File: config.mk
export PLATFORM = sky130hd
export DESIGN_NAME = mem_access_ctrl
export DESIGN_NICKNAME = d
export VERILOG_FILES = /design/src/rtl/mem_access_ctrl.sv
export SDC_FILE = /design/constraint.sdc
export NUM_CORES = 1
export LEC_CHECK = 0
export ABC_AREA = 1
export BUFFER_PORTS_ARGS = -buffer_cell sky130_fd_sc_hd__buf_2
export CORE_AREA = 2 2 96 98
export DETAILED_ROUTE_END_ITERATION = 10
export DIE_AREA = 0 0 98 100
export PLACE_DENSITY = 0.83
export SKIP_LAST_GASP = 1
export SLEW_MARGIN = 20
export SYNTH_ARGS = -nofsm -noshare
export SYNTH_HDL_FRONTEND = slang
export SYNTH_SLANG_ARGS = --single-unit
export TNS_END_PERCENT = 20
File: constraint.sdc
create_clock -name CLK -period 3.68 [get_ports CLK]
set_input_delay 0.368 -clock CLK [delete_from_list [all_inputs] [get_ports CLK]]
set_output_delay 0.368 -clock CLK [all_outputs]
set_load 0.005 [all_outputs]
File: src/rtl/mem_access_ctrl.sv
// Load/store initiator for the single-port data SRAM: one RV32I request in flight,
// lane-aligned SRAM access, aligned and sign/zero-extended load result.
module mem_access_ctrl #(
  parameter int          AWIDTH    = 12,
  parameter logic [31:0] BASE_ADDR = 32'h0000_0000
) (
  input  logic              CLK,
  input  logic              RST,
  input  logic              req_valid,
  output logic              req_ready,
  input  logic              req_we,
  input  logic [2:0]        req_funct3,
  input  logic [31:0]       req_addr,
  input  logic [31:0]       req_wdata,
  output logic              rsp_valid,
  input  logic              rsp_ready,
  output logic [31:0]       rsp_rdata,
  output logic              rsp_err,
  output logic              MEM_CSN,
  output logic [AWIDTH-1:0] MEM_ADDR,
  output logic              MEM_WEN,
  output logic [3:0]        MEM_BE,
  output logic [31:0]       MEM_DI,
  input  logic [31:0]       MEM_DOUT
);

  localparam logic [2:0] F3_B  = 3'b000;
  localparam logic [2:0] F3_H  = 3'b001;
  localparam logic [2:0] F3_W  = 3'b010;
  localparam logic [2:0] F3_BU = 3'b100;
  localparam logic [2:0] F3_HU = 3'b101;

  typedef enum logic [1:0] {
    IDLE   = 2'd0,
    ACCESS = 2'd1,
    RESP   = 2'd2
  } state_t;

  state_t            state_r;
  state_t            state_nxt_s;
  logic              we_r;
  logic [2:0]        funct3_r;
  logic [1:0]        lane_r;
  logic [AWIDTH-1:0] mem_addr_r;
  logic [3:0]        be_r;
  logic [31:0]       di_r;
  logic [31:0]       rdata_r;
  logic              err_r;

  logic [31:0]       offset_s;
  logic [3:0]        be_s;
  logic [31:0]       di_s;
  logic              illegal_s;
  logic              misalign_s;
  logic              oob_s;
  logic              req_err_s;

  // Select the addressed byte/half of the read word and extend it.
  function automatic logic [31:0] load_extract(input logic [31:0] dout,
                                               input logic [2:0]  f3,
                                               input logic [1:0]  lane);
    logic [7:0]  b;
    logic [15:0] h;
    b = dout[{lane, 3'b000} +: 8];
    h = dout[{lane[1], 4'b0000} +: 16];
    case (f3)
      F3_B:    load_extract = {{24{b[7]}}, b};
      F3_BU:   load_extract = {24'd0, b};
      F3_H:    load_extract = {{16{h[15]}}, h};
      F3_HU:   load_extract = {16'd0, h};
      F3_W:    load_extract = dout;
      default: load_extract = 32'd0;
    endcase
  endfunction

  // Request decode: lane enables, replicated store data and error detection.
  always_comb begin
    offset_s   = req_addr - BASE_ADDR;
    be_s       = 4'b0000;
    di_s       = req_wdata;
    illegal_s  = 1'b0;
    misalign_s = 1'b0;
    case (req_funct3)
      F3_B, F3_BU: begin
        be_s = 4'b0001 << req_addr[1:0];
        di_s = {4{req_wdata[7:0]}};
      end
      F3_H, F3_HU: begin
        be_s       = 4'b0011 << req_addr[1:0];
        di_s       = {2{req_wdata[15:0]}};
        misalign_s = req_addr[0];
      end
      F3_W: begin
        be_s       = 4'b1111;
        misalign_s = (req_addr[1:0] != 2'b00);
      end
      default: illegal_s = 1'b1;
    endcase
    // Addresses below BASE_ADDR wrap to large offsets and fail this test too.
    oob_s     = ((offset_s >> (AWIDTH + 2)) != 32'd0);
    req_err_s = illegal_s | misalign_s | oob_s | (req_we & req_funct3[2]);
  end

  // State register.
  always_ff @(posedge CLK) begin
    if (RST) begin
      state_r <= IDLE;
    end else begin
      state_r <= state_nxt_s;
    end
  end

  // Next-state logic.
  always_comb begin
    state_nxt_s = state_r;
    case (state_r)
      IDLE: begin
        if (req_valid) begin
          state_nxt_s = req_err_s ? RESP : ACCESS;
        end else begin
          state_nxt_s = IDLE;
        end
      end
      ACCESS: state_nxt_s = RESP;
      RESP: begin
        if (rsp_ready) begin
          state_nxt_s = IDLE;
        end else begin
          state_nxt_s = RESP;
        end
      end
      default: state_nxt_s = IDLE;
    endcase
  end

  // Transaction and response registers.
  always_ff @(posedge CLK) begin
    if (RST) begin
      we_r       <= 1'b0;
      funct3_r   <= 3'b000;
      lane_r     <= 2'b00;
      mem_addr_r <= '0;
      be_r       <= 4'b0000;
      di_r       <= 32'd0;
      rdata_r    <= 32'd0;
      err_r      <= 1'b0;
    end else begin
      case (state_r)
        IDLE: begin
          if (req_valid) begin
            if (req_err_s) begin
              err_r   <= 1'b1;
              rdata_r <= 32'd0;
            end else begin
              we_r       <= req_we;
              funct3_r   <= req_funct3;
              lane_r     <= req_addr[1:0];
              mem_addr_r <= offset_s[AWIDTH+1:2];
              be_r       <= req_we ? be_s : 4'b0000;
              di_r       <= di_s;
              err_r      <= 1'b0;
            end
          end
        end
        ACCESS: begin
          rdata_r <= we_r ? 32'd0 : load_extract(MEM_DOUT, funct3_r, lane_r);
          err_r   <= 1'b0;
        end
        default: begin
          rdata_r <= rdata_r;
        end
      endcase
    end
  end

  // Outputs decoded from registered state only; SRAM is strobed solely in ACCESS.
  always_comb begin
    req_ready = (state_r == IDLE);
    rsp_valid = (state_r == RESP);
    rsp_rdata = rdata_r;
    rsp_err   = err_r;
    MEM_ADDR  = mem_addr_r;
    MEM_DI    = di_r;
    if (state_r == ACCESS) begin
      MEM_CSN = 1'b0;
      MEM_WEN = ~we_r;
      MEM_BE  = be_r;
    end else begin
      MEM_CSN = 1'b1;
      MEM_WEN = 1'b1;
      MEM_BE  = 4'b0000;
    end
  end

endmodule

# Word level (Yosys, flattened, before mapping)
# Index checks and enable logic that the tools add are counted.
[word_totals] reg_bits=89 out_inout_bits=85 word_cells=63
[op_classes] eq_ne=12 shift=4 mux=20 bitwise=6 n_reduce_logical=12
[op_table] operator="$pmux 32 s5" count=1
[op_table] operator="$pmux 32 s2" count=2
[op_table] operator="$mux 32" count=3
[op_table] operator="$reduce_bool 32->1" count=1
[op_table] operator="$shiftx 32x6->16" count=1
[op_table] operator="$shiftx 32x6->8" count=1
[op_table] operator="$eq 3x3->1 const B" count=4
[op_table] operator="$pmux 4 s3" count=1
[op_table] operator="$mux 4" count=2
[op_table] operator="$eq 3x1->1 const B" count=2
[op_table] operator="$eq 3x2->1 const B" count=2
[op_table] operator="$logic_not 3->1" count=2
[op_table] operator="$mux 2" count=3
[op_table] operator="$pmux 2 s3" count=1
[op_table] operator="$reduce_and 3->1" count=2
[op_table] operator="$mux 1" count=5
[op_table] operator="$reduce_or 5->1" count=1
[op_table] operator="$pmux 1 s2" count=2
[op_table] operator="$reduce_bool 2->1" count=2
[op_table] operator="$reduce_or 2->1" count=2
[op_table] operator="$shl 1x2->4 const A" count=1
[op_table] operator="$shl 2x2->4 const A" count=1
[op_table] operator="$or 1x1->1" count=3
[op_table] operator="$eq 2x1->1 const B" count=1
[op_table] operator="7 further kinds" count=8

# Logic depth before layout (Yosys ltp)
# Gate-level depths: netlist (run 1).
[logic_depth] depth_word=9 mapped_depth=12

# Worst setup path after synthesis (run 1)
# Ideal clock, no wire load.
[synth_timing] kind="input to register" startpoint="input port req_funct3[1]" endpoint="register be_r[1]" setup_time_ns=0.114 arrival_ns=1.311 path_slack_ns=2.255 stages=12 path_cell_list="inv_2 > nand2_2 > nor2_2 > nor2_1 > nand2_1 > nor2_1 > nand2_2 > nand2_2 > inv_2 > buf_2 > nand2_1 > nand2_1"
[synth_via] elab_chain_cells=8 elab_cells_between_ends=17 cone_classes="eq/ne: 4; mux: 4; bitwise: 4; reduce/logical: 5"
[synth_rtl] element="start: declaration" line="12" text="input logic [2:0] req_funct3,"
[synth_rtl] element="$eq 3x1->1 (tied with other cells)" line="83" text="case (req_funct3)"
[synth_rtl] element="$reduce_or 2->1 or $reduce_or 5->1 (tied branches)"
[synth_rtl] element="$pmux 1 s2 or $mux 1 (tied branches)" line="83"
[synth_rtl] element="$or 1x1->1 (3 in series)" line="101" text="req_err_s = illegal_s | misalign_s | oob_s | (req_we & req_funct3[2]);"
[synth_rtl] element="$not 1->1 (no source line)"
[synth_rtl] element="$reduce_and 3->1 (no source line)"
[synth_rtl] element="end signal: assignment" line="159" text="be_r <= req_we ? be_s : 4'b0000;"
[synth_rtl] element="end: declaration" line="45" text="logic [3:0] be_r;"
# Parallel ways exist; a longest one is shown, timed or not.
# A chain may end at the register's enable or synchronous reset.

# Worst setup path in the final report (run 1)
[layout_timing] startpoint="register lane_r[1]" endpoint="register rdata_r[10] (netlist: rsp_rdata[10])"
[layout_via] elab_chain_cells=4 elab_cells_between_ends=5 cone_classes="shift: 2; mux: 3"
[layout_rtl] element="start: declaration" line="43" text="logic [1:0] lane_r;"
[layout_rtl] element="start signal: assignment" line="157" text="lane_r <= req_addr[1:0];"
[layout_rtl] element="$shiftx 32x6->16 or $shiftx 32x6->8 (tied branches)" line="65, 64"
[layout_rtl] element="$pmux 32 s5 (*)" line="66" text="case (f3)"
[layout_rtl] element="$mux 32 (*)" line="166" text="rdata_r <= we_r ? 32'd0 : load_extract(MEM_DOUT, funct3_r, lane_r);"
[layout_rtl] element="$pmux 32 s2 (*)" line="148" text="case (state_r)"
[layout_rtl] element="end signal: assignment" line="166"
[layout_rtl] element="end signal: assignment" line="170" text="rdata_r <= rdata_r;"
[layout_rtl] element="end: declaration" line="47" text="logic [31:0] rdata_r;"
# Mark *: on every way between the ends. The rest lies on a longest branch, timed or not.

==> impl_metrics.tcl, run 1 <==
set metrics [dict create \
    wirelength_mm 12.4 \
    synth_top_area_share_pct 41.7 \
    rsz0062_at_grt "no" \
    reg2reg_to "rsp_rdata[10]" \
    htree_levels 3 \
    drive_gt1_share_pct 26.7 \
    critPathCaptureType "flip-flop" \
    wire_per_inst_um 12.9 \
    routed.top_layer "met4" \
    slew_violations 0 \
    routed_via_density 5.04 \
    n_antenna_cell 0 \
    skew_ns 0.00819 \
    cp_num_buf_inv 2 \
    holdBufCountCts 0 \
    hpwlAfterDp_mm 9.23 \
    vdd_drop_max_uv 181 \
    setup.worst_path.start_class "flip-flop" \
    critical_path.most_common_cell "nand2_1" \
    synth_cell_type_count 25 \
    die_y_um 100 \
    min-delay-path-class "in2reg" \
    hold_slack_ns 0.195 \
    crit_arrival_ns 2.59 \
    vias 4810 \
    drv_cap 0 \
    m1WireLength_mm 5.19 \
    overflow 0 \
    status "complete, no violations" \
    fp-row-count 35 \
    synth-edff-count 0 \
    post_cts_resized 0 \
    antenna_found_initial 0 \
    cts_buffer_depth 2 \
    track_usage_pct 25.5 \
    grt_pass1_wl_mm 20.5 \
    ys_top_cells_by_area "dfxtp_1, nand2_1, a21oi_1, nand3_1, inv_1" \
    worstMarginPinSlew_ns 0.827 \
    yosys_warnings 0 \
    leakage_nw 2.84 \
    grt_pass1_vias 4373 \
    critPathSlowestCell "nand2_1" \
    fin_crit_sh_pct 62.5 \
    period_needed_ns 2.30 \
    die_x_um 98 \
    clk_latency_ns 0.36 \
    root_buffer "clkbuf_8" \
    initial_utilization_pct 48.1 \
    relSlewSlack_pct 44.8 \
    crit_path_max_fanout 24 \
    yosysTopAreaCell "dfxtp_1" \
    synth_seq_area_share_pct 41.7 \
    gp_congestion 0.908 \
    dr_wl_met2_mm 5.88 \
    dieArea_mm2 0.00980 \
    max_stage_delay_ns 0.47 \
    numCtsBuffers 9 \
    path_cells "buf_4 > inv_1 > o21ai_0 > o21ai_1 > nand2_1 > nand2_1 > nand2_1 > a21oi_1" \
    power_density_mw_per_mm2 346 \
    io_buffer_count 188 \
    endpoint "rsp_rdata[10]" \
    regToRegStartpoint "lane_r[1]" \
    drcViolationCount 0 \
    worstPathRequired_ns 3.97 \
    fp.coreArea_mm2 0.00889 \
    drt_first_pass_iters 5 \
    synthCells 673 \
    fin_tns_setup_ns 0 \
    cts_tree "done" \
    wl_met3_mm 1.00 \
    fin_nets 943 \
    clock_sinks 89 \
    cts.clk_slew.worst_paths_ns 0.09 \
    ys.flop_type "dfxtp_1" \
    hold_viol 0 \
    startpoint "lane_r[1]" \
    fmax_ghz 0.434 \
    critPathTopFamily "simple AND/OR/NAND/NOR gates" \
    synth.avg_cell_area_um2 6.35 \
    area_delta_synth_final_pct 26.7 \
    ys_ff_latch 89 \
    critPathKind "reg2reg" \
    cts_setup_buffers 0 \
    ff2ff_setup_slack_ns 1.38 \
    syn-num-nets 777 \
    async_flop_share_pct 0 \
    setup_viol 0 \
    cp.depth 8 \
    io_pins 189 \
    grt_max_degree 51 \
    worstRegToRegCells 8 \
    power_mw 1.87 \
    syn_area_mm2 0.00428 \
    drt-initial-drc-count 211 \
    ant_nets 0 \
]
area by class of cell:
| type | count | area (µm²) |
|---|---|---|
| fill | 895 | 3470 |
| multi-input combinational | 507 | 2160 |
| sequential | 89 | 1780 |
| timing repair buffer | 193 | 978 |
| inverter | 39 | 146 |
| tap | 111 | 139 |
| clock buffer | 9 | 124 |
| clock inverter | 7 | 93.8 |
cell families after synthesis:
family | count (synthesis) | share of synthesized area (%)
AND/OR/NAND/NOR | 416 | 38.6
flip-flops | 89 | 41.7
AO/OA/AOI/OAI | 91 | 11.7
buffers and inverters | 77 | 7.99
per-layer routing:
| layer | global-route usage (%) | vias up |
|---|---|---|
| met1 | 32.5 | 2138 |
| met3 | 5.08 | 25 |
| met5 | 0 | - |
| li1 | - | 2438 |
| met2 | 42.6 | 209 |
| met4 | 10.3 | 0 |
placed cells by master (no fill, tap or decap):
master	instances
nand2_1	332
buf_2	188
dfxtp_1	89
a21oi_1	51
nand3_1	41
inv_1	37
nor2_1	28
o21ai_0	16
o211ai_1	15
clkbuf_8	9
or2_2	7
o21ai_1	5
buf_4	5
nand2_2	3
inv_2	2
nor2_2	2
bufinv_16	2
clkinv_2	2
clkinvlp_4	2
o21ai_2	1
and2_1	1
nor3_1	1
o22ai_1	1
nor2_4	1
o31ai_1	1
a31oi_1	1
inv_6	1
registers in the layout (all words and copies together), names as in the netlist:
register   count
MEM_ADDR      12
state_r        2
we_r           1
funct3_r       3
be_r           4
rsp_err        1
rsp_rdata     32
MEM_DI        32
lane_r         2
report_power, final:
group | internal [mW] | switching, mW
Combinational | 0.0685 | 0.102
Clock | 0.382 | 0.355
Sequential | 0.964 | 0.000930
worst register-to-register path, delay by kind of cell, from the launching register on:
family / cells / cell delay, ns
AOI/OAI and AO/OA: 3 / 0.58
buffers and inverters: 2 / 0.55
DFF: 1 / 0.31
and+or+nand+nor: 3 / 0.80
Yosys cell counts (6+ instances only):
master,instances
nand2_1,332
dfxtp_1,89
a21oi_1,51
nand3_1,41
inv_1,37
nor2_1,29
clkbuf_1,18
o21ai_0,16
o211ai_1,15
buf_2,11
or2_2,7
buf_4,6
per-stage QoR:
stage / setup WS (ns) / cells / cell area, µm² / util, %
floorplan: 2.26 / 673 / 4280 / -
global placement: 1.15 / 939 / 5200 / 58.5
detailed placement: 1.07 / 939 / 5200 / 58.5
CTS: 1.39 / 955 / 5420 / 61.0
global route: 1.08 / 955 / 5420 / 61.0
finish: 1.38 / 955 / 5420 / 61.0
how the worst min path moves through the flow:
stage / slack [ns] / from / to / cells past startpoint
floorplan: 0.43 / be_r[1] / be_r[1] / 2
global route: 0.20 / req_addr[6] / MEM_ADDR[4] / 3
CTS: 0.19 / req_addr[5] / MEM_ADDR[3] / 3
finish: 0.20 / req_addr[5] / MEM_ADDR[3] / 3
global placement: 0.43 / MEM_DI[31] / MEM_DI[31] / 2
detailed placement: 0.43 / MEM_ADDR[1] / MEM_ADDR[1] / 2
(Power assumes the default switching activity.)
==> inputs of run 2 (changes only) <==
- CORE_AREA: 2 2 96 98 -> 2 2 98 100
- DIE_AREA: 0 0 98 100 -> 0 0 100 102
- PLACE_DENSITY: 0.83 -> 0.8
- clock period: 3.68 -> 2.35 ns (I/O delays scaled with it)
==> impl_metrics.tcl, run 2 (synthesis gave the netlist of run 1 again) <==
set metrics [dict create \
    setup_viol 0 \
    power_density_mw_per_mm2 512 \
    fin_nets 949 \
    layout_common_cells "nand2_1, buf_2, dfxtp_1" \
    status "complete, no violations" \
    track_usage_pct 24.5 \
    area_delta_synth_final_pct 27.4 \
    dp.cells 945 \
    io_pins 189 \
    hold_viol 0 \
    relSlewSlack_pct 44.1 \
    drive_gt1_share_pct 27.1 \
    overflow 0 \
    critPathKind "reg2reg" \
    grt_util_met2_pct 42.0 \
    final_common_cell "nand2_1" \
    die_y_um 102 \
    drt_first_pass_iters 4 \
    dieArea_mm2 0.0102 \
    fp.coreArea_mm2 0.00911 \
    clk_latency_ns 0.36 \
    io_buffer_count 188 \
    leakage_nw 2.87 \
    crit_path_max_fanout 50 \
    critPathCaptureType "flip-flop" \
    met3_usage_pct 6.29 \
    worstMarginPinSlew_ns 0.838 \
    fin_tns_setup_ns 0 \
    rsz0062_at_grt "no" \
    fp-row-count 35 \
    worstPathRequired_ns 2.64 \
    grt_use_met1_pct 30.9 \
    gp_congestion 0.897 \
    crit_arrival_ns 2.09 \
    root_buffer "clkbuf_8" \
    cts_setup_buffers 0 \
    worstRegToRegCells 8 \
    period_needed_ns 1.80 \
    grt_max_degree 51 \
    vdd_drop_max_uv 265 \
    drv_cap 0 \
    hold_slack_ns 0.0752 \
    cts_buffer_depth 2 \
    wirelength_mm 12.4 \
    gr-max-usage-layer "met2" \
    die_x_um 100 \
    routed_via_density 4.98 \
    final_core_util_pct 59.8 \
    n_antenna_cell 0 \
    cts.clk_slew.worst_paths_ns 0.09 \
    cts_tree "done" \
    ant_nets 0 \
    vias 4788 \
    clock_sinks 89 \
    fmax_ghz 0.557 \
    slew_violations 0 \
    final_cell_count_no_fill 961 \
    antenna_found_initial 0 \
    initial_utilization_pct 47.0 \
    wire_per_inst_um 12.9 \
    holdBufCountCts 0 \
    htree_levels 3 \
    min-delay-path-class "in2reg" \
    grt_pass1_wl_mm 20.1 \
    hpwlAfterDp_mm 9.22 \
    grt_pass1_vias 4366 \
    numCtsBuffers 9 \
    drt-initial-drc-count 168 \
    setup.worst_path.start_class "flip-flop" \
    skew_ns 0.0163 \
    post_cts_resized 0 \
    drcViolationCount 0 \
    whs_path_depth 3 \
    fin_crit_sh_pct 76.4 \
    nFillCells 941 \
]
## run 2: changes by cell type in the layout (fill, tap and decap cells not counted)
cell        change
buf_12          +1
clkbuf_1        +1
clkinvlp_4      -2
clkinv_2        -2
clkinv_4        +3
bufinv_16       -2
buf_4           +5
clkbuf_8        +2
## run 2: worst max-delay path, stage by stage (launching register included)
cell,delay (ns)
dfxtp_1,0.36
nor2_1,0.07
nand2_1,0.12
inv_1,0.09
nand2_2,0.12
nand2_2,0.11
inv_2,0.63
nand2_1,0.13
nand2_1,0.09
## run 2: where the power goes
group	internal [mW]	leakage, nW	switching [mW]	total [mW]
Clock	0.453	0.0972	0.554	1.01
Combinational	0.111	2.05	0.160	0.272
Sequential	1.51	0.717	0.00156	1.51
## run 2: worst paths after layout
kind / start / end / slack [ns]
worst min register to register: MEM_ADDR[5] / MEM_ADDR[5] / 0.45
worst min-delay path: req_addr[13] / MEM_ADDR[11] / 0.08
worst max register to register: state_r[1] / lane_r[0] / 0.55
worst max-delay path: state_r[1] / lane_r[0] / 0.55
## run 2: metal layers
metal,vias to the layer above,routed length (µm)
met5,-,0
met4,0,207
met3,17,1130
met2,205,5770
met1,2114,5240
li1,2452,-
## run 2: layout make-up
class                   instances  area (µm²)  share of cell area (%)
multi-input cells             507        2160                    39.6
flip-flops and latches         89        1780                    32.7
repair buffers                199        1040                    19.0
clock buffers                  12         155                    2.85
inverters                      39         146                    2.69
well taps                     111         139                    2.55
clock inverters                 4        35.0                   0.643
## run 2: metrics by stage
stage / area (µm²) / setup slack [ns] / power, mW
after CTS: 5450 / 0.539 / 2.80
after detailed placement: 5260 / 0.228 / 1.82
after global routing: 5450 / 0.321 / 2.90
after floorplan: 4280 / 0.948 / 1.68
final: 5450 / 0.555 / 2.79
after global placement: 5260 / 0.299 / 1.82
